--- config.mk ---
export PLATFORM = sky130hd
export DESIGN_NAME = regwin_exec_ctrl_flat
export DESIGN_NICKNAME = d
export VERILOG_FILES = /design/src/rtl/regwin_exec_ctrl_if.sv /design/src/rtl/regwin_exec_ctrl.sv /design/src/flat_wrapper.sv
export SDC_FILE = /design/constraint.sdc
export NUM_CORES = 1
export LEC_CHECK = 0
export BUFFER_PORTS_ARGS = -buffer_cell sky130_fd_sc_hd__buf_2
export CAP_MARGIN = 20
export CELL_PAD_IN_SITES_DETAIL_PLACEMENT = 2
export CELL_PAD_IN_SITES_GLOBAL_PLACEMENT = 2
export CORE_UTILIZATION = 35
export CTS_CLUSTER_DIAMETER = 150
export DETAILED_ROUTE_END_ITERATION = 12
export HOLD_SLACK_MARGIN = 0.05
export PLACE_DENSITY_LB_ADDON = 0.1
export SLEW_MARGIN = 20
export SYNTH_ARGS = -nofsm -noshare
export SYNTH_HDL_FRONTEND = slang
export SYNTH_SLANG_ARGS = --single-unit
--- constraint.sdc ---
create_clock -name clk -period 4 [get_ports clk]
set_input_delay 0.4 -clock clk [delete_from_list [all_inputs] [get_ports clk]]
set_output_delay 0.4 -clock clk [all_outputs]
set_load 0.1 [all_outputs]
--- src/rtl/regwin_exec_ctrl_if.sv ---
// Instruction handshake and windowed register-file bus between regwin_exec_ctrl
// (master) and its environment: instruction source plus register file (slave).
interface regwin_exec_ctrl_if #(
   parameter int DATA_W  = 16,
   parameter int RADDR_W = 2,
   parameter int WIN_W   = 2
);
   logic [15:0]        instr;
   logic               instr_valid;
   logic               instr_ready;
   logic [DATA_W-1:0]  data_i;
   logic [DATA_W-1:0]  data_j;
   logic [RADDR_W-1:0] R_i;
   logic [RADDR_W-1:0] R_j;
   logic [WIN_W-1:0]   wnd;
   logic               setWindow;
   logic               toWrite;
   logic [DATA_W-1:0]  write_data;

   modport master (
      input  instr, instr_valid, data_i, data_j,
      output instr_ready, R_i, R_j, wnd, setWindow, toWrite, write_data
   );

   modport slave (
      output instr, instr_valid, data_i, data_j,
      input  instr_ready, R_i, R_j, wnd, setWindow, toWrite, write_data
   );
endinterface

--- src/rtl/regwin_exec_ctrl.sv ---
// Multi-cycle sequencer for the windowed 8x16 register file: accepts one
// instruction, reads operands, runs the ALU, then writes back or switches window.
module regwin_exec_ctrl #(
   parameter int DATA_W  = 16,
   parameter int RADDR_W = 2,
   parameter int WIN_W   = 2
) (
   input  logic             clk,
   input  logic             rst,
   regwin_exec_ctrl_if.master bus,
   output logic [WIN_W-1:0] cur_window,
   output logic             busy,
   output logic             done,
   output logic             err
);

   typedef enum logic [2:0] {
      ST_INIT, ST_IDLE, ST_READ, ST_EXEC, ST_WRITE, ST_DONE
   } state_t;

   localparam logic [3:0] OP_ADD  = 4'd0;
   localparam logic [3:0] OP_SUB  = 4'd1;
   localparam logic [3:0] OP_AND  = 4'd2;
   localparam logic [3:0] OP_OR   = 4'd3;
   localparam logic [3:0] OP_NOT  = 4'd4;
   localparam logic [3:0] OP_MOVI = 4'd5;
   localparam logic [3:0] OP_WIN  = 4'd6;

   state_t                    state;
   logic [3:0]                op_q;
   logic [7:0]                imm_q;
   logic [RADDR_W-1:0]        ri_q;
   logic [RADDR_W-1:0]        rj_q;
   logic signed [DATA_W-1:0]  op_a;
   logic signed [DATA_W-1:0]  op_b;
   logic [DATA_W-1:0]         result_q;
   logic                      wr_q;
   logic                      sw_q;
   logic [WIN_W-1:0]          wnd_q;

   logic op_writes;
   logic op_win;
   logic op_legal;

   // Arithmetic wraps modulo 2^DATA_W; MOVI zero-extends the immediate.
   function automatic logic [DATA_W-1:0] alu(
      input logic [3:0]               op,
      input logic signed [DATA_W-1:0] a,
      input logic signed [DATA_W-1:0] b,
      input logic [7:0]               imm
   );
      case (op)
         OP_ADD:  return a + b;
         OP_SUB:  return a - b;
         OP_AND:  return a & b;
         OP_OR:   return a | b;
         OP_NOT:  return ~b;
         OP_MOVI: return DATA_W'(imm);
         default: return '0;
      endcase
   endfunction

   assign op_writes = (op_q <= OP_MOVI);
   assign op_win    = (op_q == OP_WIN);
   assign op_legal  = ~op_q[3];

   always_ff @(posedge clk or posedge rst) begin
      if (rst) begin
         state      <= ST_INIT;
         op_q       <= '0;
         imm_q      <= '0;
         ri_q       <= '0;
         rj_q       <= '0;
         op_a       <= '0;
         op_b       <= '0;
         result_q   <= '0;
         wr_q       <= 1'b0;
         sw_q       <= 1'b0;
         wnd_q      <= '0;
         cur_window <= '0;
         done       <= 1'b0;
         err        <= 1'b0;
      end else begin
         case (state)
            ST_INIT: state <= ST_IDLE;
            ST_IDLE: begin
               if (bus.instr_valid) begin
                  op_q  <= bus.instr[15:12];
                  imm_q <= bus.instr[7:0];
                  ri_q  <= RADDR_W'(bus.instr[11:10]);
                  rj_q  <= RADDR_W'(bus.instr[9:8]);
                  err   <= 1'b0;
                  state <= ST_READ;
               end
            end
            ST_READ: begin
               op_a  <= bus.data_i;
               op_b  <= bus.data_j;
               state <= ST_EXEC;
            end
            // Strobes are registered here so they are clean for the whole WRITE cycle.
            ST_EXEC: begin
               if (op_writes) begin
                  result_q <= alu(op_q, op_a, op_b, imm_q);
                  wr_q     <= 1'b1;
               end
               if (op_win) begin
                  sw_q  <= 1'b1;
                  wnd_q <= imm_q[WIN_W-1:0];
               end
               state <= ST_EXEC == state ? ST_WRITE : state;
            end
            ST_WRITE: begin
               wr_q <= 1'b0;
               sw_q <= 1'b0;
               if (op_win) cur_window <= wnd_q;
               done  <= 1'b1;
               err   <= ~op_legal;
               state <= ST_DONE;
            end
            ST_DONE: begin
               done  <= 1'b0;
               state <= ST_IDLE;
            end
            default: state <= ST_INIT;
         endcase
      end
   end

   // INIT reloads window 0 in the register file, which rst does not reach.
   assign bus.setWindow   = sw_q | ((state == ST_INIT) & ~rst);
   assign bus.wnd         = wnd_q;
   assign bus.toWrite     = wr_q;
   assign bus.write_data  = result_q;
   assign bus.R_i         = ri_q;
   assign bus.R_j         = rj_q;
   assign bus.instr_ready = (state == ST_IDLE);
   assign busy            = (state != ST_IDLE);

endmodule

--- src/flat_wrapper.sv ---
// flat-port wrapper written by rule: the top's interface ports become plain ports
module regwin_exec_ctrl_flat 
#(
   parameter int DATA_W  = 16,
   parameter int RADDR_W = 2,
   parameter int WIN_W   = 2
)
  (clk, rst, cur_window, busy, done, err, bus_instr, bus_instr_valid, bus_data_i, bus_data_j, bus_instr_ready, bus_R_i, bus_R_j, bus_wnd, bus_setWindow, bus_toWrite, bus_write_data);
  regwin_exec_ctrl_if #(.DATA_W(DATA_W), .RADDR_W(RADDR_W), .WIN_W(WIN_W)) bus_i ();
  input  logic clk;
  input  logic rst;
  output logic [WIN_W-1:0] cur_window;
  output logic busy;
  output logic done;
  output logic err;
  input wire logic [$bits(bus_i.instr)-1:0] bus_instr;
  input wire logic [$bits(bus_i.instr_valid)-1:0] bus_instr_valid;
  input wire logic [$bits(bus_i.data_i)-1:0] bus_data_i;
  input wire logic [$bits(bus_i.data_j)-1:0] bus_data_j;
  output wire logic [$bits(bus_i.instr_ready)-1:0] bus_instr_ready;
  output wire logic [$bits(bus_i.R_i)-1:0] bus_R_i;
  output wire logic [$bits(bus_i.R_j)-1:0] bus_R_j;
  output wire logic [$bits(bus_i.wnd)-1:0] bus_wnd;
  output wire logic [$bits(bus_i.setWindow)-1:0] bus_setWindow;
  output wire logic [$bits(bus_i.toWrite)-1:0] bus_toWrite;
  output wire logic [$bits(bus_i.write_data)-1:0] bus_write_data;
  assign bus_i.instr = bus_instr;
  assign bus_i.instr_valid = bus_instr_valid;
  assign bus_i.data_i = bus_data_i;
  assign bus_i.data_j = bus_data_j;
  assign bus_instr_ready = bus_i.instr_ready;
  assign bus_R_i = bus_i.R_i;
  assign bus_R_j = bus_i.R_j;
  assign bus_wnd = bus_i.wnd;
  assign bus_setWindow = bus_i.setWindow;
  assign bus_toWrite = bus_i.toWrite;
  assign bus_write_data = bus_i.write_data;
  regwin_exec_ctrl #(.DATA_W(DATA_W), .RADDR_W(RADDR_W), .WIN_W(WIN_W)) u_core (.clk(clk), .rst(rst), .bus(bus_i), .cur_window(cur_window), .busy(busy), .done(done), .err(err));
endmodule
==> out/metrics.csv, run 1 <==
stage;metric;value;unit
outcome;status;finished, final reports clean;
place;gp_congestion;0.835;
synth;ys_seq_area_share;41.4;%
clocking;h-tree-depth;3;
global_route;grt_pass1_vias;4257;
clocking;cts_num_sinks;75;
sta;worst_pin_slew;948;ps
min_path;holdCritPathClass;input port to flip-flop;
sta;fin_tns_setup;0;ps
synth;yosysMostFrequentCell;dfrtp_1;
drt;drtIter0Drc;113;
synth;synthCells;459;
synth;synth_top_area_share;41.4;%
clocking;cts_tree;built;
critical_path;path_buf_inv;0;
synth;synth_nets;529;
critical_path;worstSetupPathType;flip-flop to flip-flop;
drt;antenna_left;0;
global_route;use_met3;5.70;%
die;die_height;116;um
synth;async_flop_share;100;%
place;dp_cells;685;
sta;finalSetupViolCount;0;
finish;diodes;0;
synth;yosysWarnings;0;
global_route;grt_max_degree;75;
critical_path;critPathTopFamily;simple AND/OR/NAND/NOR gates;
critical_path;cp_max_fo;9;
global_route;met1_usage;27.7;%
clocking;clkLatencyLatePin;350;ps
die;coreArea;12600;um2
clocking;cts_root_buf;clkbuf_16;
die;dieArea;13400;um2
synth;ys_seq_elements;75;
critical_path;start_kind;flip-flop;
die;initial_core_util;35.9;%
synth;synth_area;4540;um2
die;rows;41;
sta;fmaxAchievable;272;MHz
place;place_hpwl;10400;um
synth;netlist_top_cells_area;dfrtp_1 41%, mux2_2 12%, ha_1 5.0%, o211ai_1 3.5%, nor2_1 3.4%;
sta;finalCritPeriodShare;92.0;%
critical_path;endpoint_kind;flip-flop;
sta;fin_skew;8.19;ps
sta;period_needed;3680;ps
die;ioPinCount;81;
critical_path;critPathArrivalTime;3930;ps
clocking;path_clk_slew;60;ps
global_route;grt_overflow;0;
synth;synth_edf_count;0;
critical_path;cp_slowest_cell;dfrtp_1;
global_route;track_usage;22.6;%
critical_path;cp_data_required_time;4250;ps
synth;syn_area_per_cell;9.88;um2
sta;final_max_slew_viol_count;0;
drt;drc;0;
finish;layout.nets;595;
drt;dr.pass1.iters;4;
critical_path;critical_path.most_common_cell;and3_1;
clocking;cts_buffers;9;
drt;via_per_inst;5.52;
drt;finalWirelength;14000;um
critical_path;cpPeakStageDelay;510;ps
finish;syn_to_final_growth;18.8;%
sta;hold_viol;0;
finish;layout.cells.non_filler;701;
synth;synth_top_area_cell;dfrtp_1;
clocking;clk_path_buf_depth;2;
global_route;top_usage_layer;met2;
drt;via_count;3867;
global_route;antenna_found_initial;0;
synth;synth.distinct_cells;54;
drt;wire_per_inst;19.9;um
die;dieWidth;116;um
synth;ys.flop_type;dfrtp_1;
critical_path;crit_chain;nor4_2 > nand2_1 > o41ai_1 > xor2_1 > ha_1 > and3_1 > and3_1 > a211o_1 > o2111a_1 > or4_1 > o211ai_1;
sta;rsz0062_at_grt;no;
place;portBuffers;80;
job;cap_viol_max_count;0;
finish;drive_gt1_share;30.2;%
synth;ys_top_cells_by_count;75 x dfrtp_1, 48 x mux2_2, 41 x nor2_1;
global_route;grtUsageMet2;39.2;%
clocking;post_cts_buffers;0;
global_route;grt_pass1_wl;22600;um
sta;relSlewSlack;36.8;%
finish;utilization;42.7;%
## registers in the layout, indices dropped and copies added, names as in the netlist, 2 cells and up
name and count:
u_core.bus.R_j 2, u_core.bus.write_data 16, u_core.imm_q 8, u_core.op_a 16, u_core.op_q 4, u_core.bus.wnd 2
u_core.state 3, u_core.cur_window 2, u_core.op_b 16, u_core.bus.R_i 2
## what timing repair did
item	CTS	global route
resized for setup	0	0
hold buffers	1	0
hold endpoints to repair	1	0
## final timing paths
check	cells after the start	endpoint	from	slack, ps
worst min-delay path	3	u_core.op_a[0]	bus_data_i[0]	260
min in group asynchronous	3	u_core.bus.R_i[0]	rst	460
worst min register to register	1	u_core.bus.toWrite	u_core.bus.toWrite	490
worst max-delay path	11	u_core.bus.write_data[14]	u_core.op_b[2]	320
worst max register to register	11	u_core.bus.write_data[14]	u_core.op_b[2]	320
max in group asynchronous	4	u_core.bus.write_data[6]	rst	2410
## per-stage QoR
step	hold WS, ps	instance area [um2]	setup slack (ps)
floorplan	475	4540	703
detailed placement	275	5080	332
finish	262	5390	319
global placement	272	5080	496
global route	274	5390	148
CTS	252	5390	314
## placed cells by master, fill, tap and decap left out, drive strengths merged, types with 3 or more instances in the layout
cell	n
a211oi	4
a21o	6
a21oi	29
a31oi	3
a41oi	5
and2	6
and3	5
buf	88
clkbuf	10
dfrtp	75
ha	18
inv	12
mux2	48
nand2	28
nand2b	4
nand3	6
nand3b	5
nand4	3
nor2	41
nor2b	4
nor3	6
nor3b	8
nor4	4
o2111ai	7
o211ai	21
o21ai	20
o22ai	5
o31ai	3
or3	5
xnor2	12
xor2	6
## worst register-to-register path, cell delays in order, from the launching register on
cell      delay [ps]
dfrtp_1          510
nor4_2           460
nand2_1          230
o41ai_1          360
xor2_1           190
ha_1             300
and3_1           200
and3_1           180
a211o_1          300
o2111a_1         260
or4_1            470
o211ai_1         110
## layout make-up
cell class	count	area [um2]
clock buffer	10	239
clock inverter	5	62.6
fill	1379	7230
inverter	11	41.3
multi-input combinational	339	2480
sequential	75	1880
tap	172	215
timing repair buffer	89	470
## layer usage
layer	vias up	share of wire [%]
li1	1809	-
met1	1978	44
met2	67	51
met3	13	3.4
met4	0	1.6
met5	-	0
## cells by family after synthesis
kind of cell,share of synthesized area [%]
muxes,11.9
buffers and inverters,4.06
adders and majority gates,5.41
AOI/OAI and AO/OA,18.6
and+or+nand+nor,15.2
DFF,41.4
xor gates and xnor gates,3.48
Power of run 1 is left out: the tool's default activity adds up to more than one toggle a clock period on the data nets, which glitch-free logic cannot reach.
==> inputs of run 2 (changes only) <==
==> constraint.sdc (replaced) <==
create_clock -name clk -period 4 [get_ports clk]
set_input_delay 0.4 -clock clk [delete_from_list [all_inputs] [get_ports clk]]
set_output_delay 0.4 -clock clk [all_outputs]
set_load 0.05 [all_outputs]
==> run 2 against run 1 <==
  * Register-to-register slack better by 60 ps
  * Core utilization hardly changed
  * Cell count unchanged
  * Fmax grew 1.7%
  * Global-route usage is 0.29 points higher
  * Worst setup slack gained 61 ps
  * Non-clock buffer count shrank 1
  * Count of clock-buffer cells in the layout down 1
==> out/metrics.csv, run 2 (synthesis gave the netlist of run 1 again) <==
stage;metric;value;unit;change
sta;rsz0062_at_grt;no;;
place;place_hpwl;10500;um;+1.8%
drt;dr.pass1.iters;4;;unchanged
finish;syn_to_final_growth;19.0;%;
clocking;cts_buffers;9;;unchanged
job;cap_viol_max_count;0;;unchanged
drt;antenna_left;0;;unchanged
global_route;antenna_found_initial;0;;unchanged
drt;via_count;3879;;+0.31%
sta;fin_skew;6.23;ps;-1.97 ps
drt;drc;0;;unchanged
clocking;cts_tree;built;;
global_route;track_usage;22.9;%;+0.29 points
clocking;post_cts_buffers;0;;unchanged
drt;via_per_inst;5.53;;+0.31%
global_route;grt_max_degree;43;;-43%
clocking;clk_path_buf_depth;2;;unchanged
critical_path;start_kind;flip-flop;;
finish;layout.nets;594;;-0.17%
die;die_height;116;um;unchanged
die;rows;41;;unchanged
drt;wire_per_inst;20.4;um;+2.6%
sta;worst_pin_slew;903;ps;-45.1 ps
sta;period_needed;3620;ps;-60.5 ps
critical_path;critical_path.most_common_cell;and3_1;;
global_route;grt_pass1_wl;22800;um;+0.67%
finish;regArea;1880;um2;unchanged
clocking;clkLatencyLatePin;350;ps;about the same
sta;relSlewSlack;39.6;%;+2.8 points
critical_path;crit_chain;nor4_2 > nand2_1 > o41ai_1 > xor2_1 > ha_1 > and3_1 > and3_1 > a211o_1 > o2111a_1 > or4_1 > o211ai_1;;
place;gp_congestion;0.833;;-0.29%
min_path;holdCritPathClass;input port to asynchronous set/reset pin;;
finish;drive_gt1_share;30.2;%;unchanged
finish;fillers;1401;;+1.6%
outcome;status;finished, final reports clean;;
place;portBuffers;80;;unchanged
critical_path;critPathArrivalTime;3890;ps;-40 ps
finish;layout_common_cells;80 x buf_2, 75 x dfrtp_1, 48 x mux2_2, 41 x nor2_1, 29 x a21oi_1;;
critical_path;cp_max_fo;9;;unchanged
die;coreArea;12600;um2;unchanged
die;dieArea;13400;um2;unchanged
drt;drtIter0Drc;149;;+32%
finish;diodes;0;;unchanged
die;dieWidth;116;um;unchanged
sta;finalCritPeriodShare;90.5;%;-1.5 points
die;initial_core_util;35.9;%;unchanged
critical_path;endpoint_kind;flip-flop;;
clocking;h-tree-depth;3;;unchanged
critical_path;cp_slowest_cell;dfrtp_1;;
sta;hold_viol;0;;unchanged
finish;multi_input_area;2480;um2;-0.20%
clocking;cts_num_sinks;75;;unchanged
sta;fin_tns_setup;0;ps;unchanged
die;ioPinCount;81;;unchanged
clocking;ctsHoldBuffers;0;;-1
clocking;path_clk_slew;60;ps;about the same
sta;fmaxAchievable;276;MHz;+1.7%
clocking;cts_root_buf;clkbuf_16;;
critical_path;cp_data_required_time;4270;ps;+20 ps
drt;finalWirelength;14300;um;+2.6%
finish;final_common_cell;buf_2;;
sta;final_max_slew_viol_count;0;;unchanged
global_route;grt_pass1_vias;4269;;+0.28%
critical_path;cpPeakStageDelay;480;ps;-30 ps
critical_path;worstSetupPathType;flip-flop to flip-flop;;
sta;finalSetupViolCount;0;;unchanged
global_route;grt_overflow;0;;unchanged
clocking;cts-resized-gates;0;;unchanged
[run 2: cell count changes in the layout (fill, tap and decap cells not counted), sizes merged]
cell	previous run	this run
bufinv	1	2
inv	12	13
clkbuf	10	9
dlygate4sd3	1	0
[run 2: final timing paths]
path,from,to,slack (ps),cells past startpoint
max,u_core.op_b[2],u_core.bus.write_data[14],380,11
min,rst,u_core.sw_q,190,2
max reg2reg,u_core.op_b[2],u_core.bus.write_data[14],380,11
min reg2reg,u_core.bus.toWrite,u_core.bus.toWrite,480,1
max in group asynchronous,rst,u_core.bus.write_data[4],2770,3
min in group clk,bus_data_j[0],u_core.op_b[0],260,3
[run 2: worst max-delay path: cells and delay by family (launching register included)]
family | cells | cell delay [ps]
xor+xnor | 1 | 200
flops | 1 | 480
simple gates | 5 | 1510
fa+ha+maj | 1 | 300
compound gates | 4 | 1040
[run 2: metrics by stage]
step / cell area (um2) / setup WS (ps) / hold slack [ps] / instances / utilization, %
2_1_floorplan: 4540 / 703 / 475 / 459 / -
3_3_place_gp: 5070 / 531 / 464 / 685 / 40.2
3_5_place_dp: 5070 / 413 / 477 / 685 / 40.2
4_1_cts: 5400 / 378 / 209 / 701 / 42.8
5_1_grt: 5400 / 153 / 235 / 701 / 42.8
6_report: 5400 / 380 / 190 / 701 / 42.8
[run 2: metal layers]
metal	vias to the layer above	track usage, %	part of all wire, %
li1	1811	-	-
met1	1983	29.4	46
met2	72	38.4	49
met3	13	4.71	3.7
met4	0	7.52	1.4
met5	-	0	0
[run 2: layout make-up]
cell class	instances	area share, %
well taps	172	3.99
repair buffers	88	8.53
multi-input cells	339	46.0
clock inverters	7	1.81
flip-flops and latches	75	34.8
inverters	11	0.765
clock buffers	9	4.17
Power of run 2 is left out for the same reason.
==> inputs of run 3 (changes only) <==
ABC_AREA = 1   (was not set)
clock period = 4.5 ns   (was 4 ns; I/O delays follow)
==> run 3 against run 2 <==
  * Routed wire length grew 12%
  * Synthesized cell count grew 27%
  * Design area grew 1.1%
  * Clock skew grew 1.3 ps
  * Count of clock-buffer cells in the layout grew 2
  * First-iteration DRC count grew 36%
  * Core utilization grew 0.28 points
  * Cell count grew 19%
  * Synthesized area grew 0.88%
  * Register-to-register slack gained 890 ps
  * Sequential cell count is the same
  * Die area grew 0.87%
  * Critical endpoint is now u_core.bus.write_data[13]
  * Highest routed layer unchanged
==> out/metrics.csv, run 3 <==
stage;metric;value;unit;change
finish;final_common_cell;nand2_1;;
pwr;p_int;2.42;mW;
drt;wire_per_inst;19.2;um;-6.2%
finish;finalInstanceArea;5450;um2;+1.1%
synth;synthCells;581;;+27%
drt;via_count;4342;;+12%
synth;syn_area_per_cell;7.88;um2;-20%
die;initial_core_util;36.1;%;+0.17 points
synth;ys_seq_elements;75;;unchanged
clocking;h-tree-depth;3;;unchanged
sta;final_max_slew_viol_count;0;;unchanged
place;place_area;5120;um2;+0.89%
min_path;holdCritPathClass;input port to asynchronous set/reset pin;;
pwr;p_leak;2.81;nW;
clocking;cts-resized-gates;0;;unchanged
synth;yosysWarnings;0;;unchanged
synth;synth_top_area_share;41.0;%;-0.36 points
outcome;status;finished, final reports clean;;
die;coreArea;12700;um2;+0.41%
synth;ys_top_cells_by_count;96 x nand2_1, 86 x nor2_1, 75 x dfrtp_1;;
global_route;grt_overflow;0;;unchanged
synth;synth_edf_count;0;;unchanged
sta;relSlewSlack;43.6;%;+4.0 points
clocking;cts_root_buf;clkbuf_16;;
critical_path;worstSetupPathType;flip-flop to flip-flop;;
global_route;antenna_found_initial;0;;unchanged
pwr;pwr-share-seq;25.8;%;
synth;synth.distinct_cells;39;;-28%
pwr;switchingPower;2.62;mW;
critical_path;cp_max_fo;5;;-4
place;place_hpwl;11800;um;+12%
synth;synth_nets;651;;+23%
pwr;combPwrFrac;57.7;%;
place;portBuffers;80;;unchanged
sta;finalCritPeriodShare;71.7;%;-19 points
sta;finalSetupViolCount;0;;unchanged
sta;period_needed;3230;ps;-392 ps
sta;worst_pin_slew;843;ps;-60.2 ps
critical_path;critPathArrivalTime;3500;ps;-390 ps
die;rows;41;;unchanged
synth;async_flop_share;100;%;unchanged
pwr;p_clk_share;16.5;%;
die;ioPinCount;81;;unchanged
finish;fillers;1502;;+7.2%
sta;hold_viol;0;;unchanged
drt;antenna_left;0;;unchanged
critical_path;start_kind;flip-flop;;
die;dieWidth;116;um;+0.44%
clocking;clkLatencyLatePin;350;ps;about the same
global_route;track_usage;25.6;%;+2.7 points
die;die_height;116;um;+0.44%
place;dp_cells;821;;+20%
synth;synth_top_area_cell;dfrtp_1;;
finish;syn_to_final_growth;19.2;%;
finish;layout.nets;730;;+23%
drt;finalWirelength;16100;um;+12%
global_route;grt_pass1_vias;4679;;+9.6%
drt;drc;0;;unchanged
finish;regArea;1880;um2;unchanged
pwr;power_density;924;nW/um2;
drt;drtIter0Drc;203;;+36%
clocking;cts_tree;built;;
global_route;grt_pass1_wl;25300;um;+11%
finish;drive_gt1_share;20.9;%;-9.3 points
sta;fin_hold_ws;148;ps;-42.2 ps
sta;rsz0062_at_grt;no;;
critical_path;r2r_cells;17;;+6
global_route;grt_max_degree;45;;+4.7%
finish;diodes;0;;unchanged
synth;synth_area;4580;um2;+0.88%
clocking;clk_path_buf_depth;2;;unchanged
synth;netlist_top_cells_area;dfrtp_1 41%, nand2_1 7.9%, a21oi_1 7.4%, nor2_1 7.1%, inv_1 5.7%;;
place;gp_congestion;0.843;;+1.2%
critical_path;endpoint_kind;flip-flop;;
clocking;post_cts_buffers;0;;unchanged
clocking;ctsHoldBuffers;0;;unchanged
finish;layout_common_cells;95 x nand2_1, 86 x nor2_1, 80 x buf_2, 75 x dfrtp_1;;
synth;ys.flop_type;dfrtp_1;;
drt;via_per_inst;5.19;;-6.3%
clocking;cts_buffers;9;;unchanged
clocking;cts_num_sinks;75;;unchanged
drt;dr.pass1.iters;4;;unchanged
sta;fmaxAchievable;310;MHz;+12%
clocking;path_clk_slew;60;ps;about the same
finish;layout.cells.non_filler;837;;+19%
synth;yosysMostFrequentCell;nand2_1;;
synth;ys_seq_area_share;41.0;%;-0.36 points
job;cap_viol_max_count;0;;unchanged
finish;multi_input_area;2330;um2;-6.1%
critical_path;cp_data_required_time;4770;ps;+500 ps
sta;fin_skew;7.52;ps;+1.29 ps
sta;fin_tns_setup;0;ps;unchanged
pwr;ir_drop;426;uV;
pwr;swShare;51.9;%;
die;dieArea;13500;um2;+0.87%
run 3: final timing paths:
check | startpoint | endpoint | slack (ps)
worst max-delay path | u_core.op_b[0] | u_core.bus.write_data[13] | 1270
worst min-delay path | rst | u_core.done | 150
worst max register to register | u_core.op_b[0] | u_core.bus.write_data[13] | 1270
worst min register to register | u_core.done | u_core.done | 500
max in group asynchronous | rst | u_core.bus.write_data[8] | 3290
min in group clk | bus_instr[4] | u_core.imm_q[4] | 330
run 3: area by class of cell:
class,instances,area share (%)
repair buffers,83,7.75
multi-input cells,418,42.7
flip-flops and latches,75,34.4
clock buffers,11,4.63
clock inverters,5,1.51
well taps,172,3.95
inverters,73,5.05
run 3: worst max-delay path, stage by stage, from the launching register on:
cell and delay (ps):
dfrtp_1 420, inv_1 150, ha_1 180, inv_1 60, nor3_2 130, nand3_1 140
nor3_2 260, a21oi_1 130, xor2_1 150, inv_1 70, ha_1 360, a21oi_1 290
o21ai_0 130, a21oi_1 230, nand2_1 120, nand2_1 80, nand3_1 80, a21oi_1 160
run 3: power groups by stage:
stage          logic (mW)  registers (mW)  clock network, mW
5_1_grt              3.23            1.35              0.870
3_3_place_gp         2.74            1.28                  0
4_1_cts              2.93            1.31              0.844
6_report             2.91            1.30              0.831
2_1_floorplan        1.78            1.58                  0
3_5_place_dp         2.86            1.31                  0
run 3: cells by family (layout without fill, tap and decap cells):
kind of cell	count (synthesis)	after routing	synth area share [%]
compound gates	112	112	13.5
xor+xnor	14	14	2.68
fa+ha+maj	19	19	5.36
buf+inv	88	172	8.15
flops	75	75	41.0
mux	19	19	5.09
simple gates	254	254	24.2
run 3: routing by layer:
layer	wire length (um)	global-route usage, %	up-vias
li1	-	-	2075
met5	0	0	-
met1	7480	33.8	2167
met4	263	8.72	0
met2	7670	42.8	80
met3	634	3.63	20
run 3: metrics by stage:
| step | power, mW | setup WS, ps | utilization (%) |
|---|---|---|---|
| 2_1_floorplan | 3.36 | 2010 | - |
| 3_3_place_gp | 4.03 | 1450 | 40.4 |
| 3_5_place_dp | 4.16 | 1340 | 40.4 |
| 4_1_cts | 5.07 | 1250 | 43.0 |
| 5_1_grt | 5.44 | 978 | 43.0 |
| 6_report | 5.04 | 1270 | 43.0 |
Note: power is estimated with default switching activity, not from simulation.
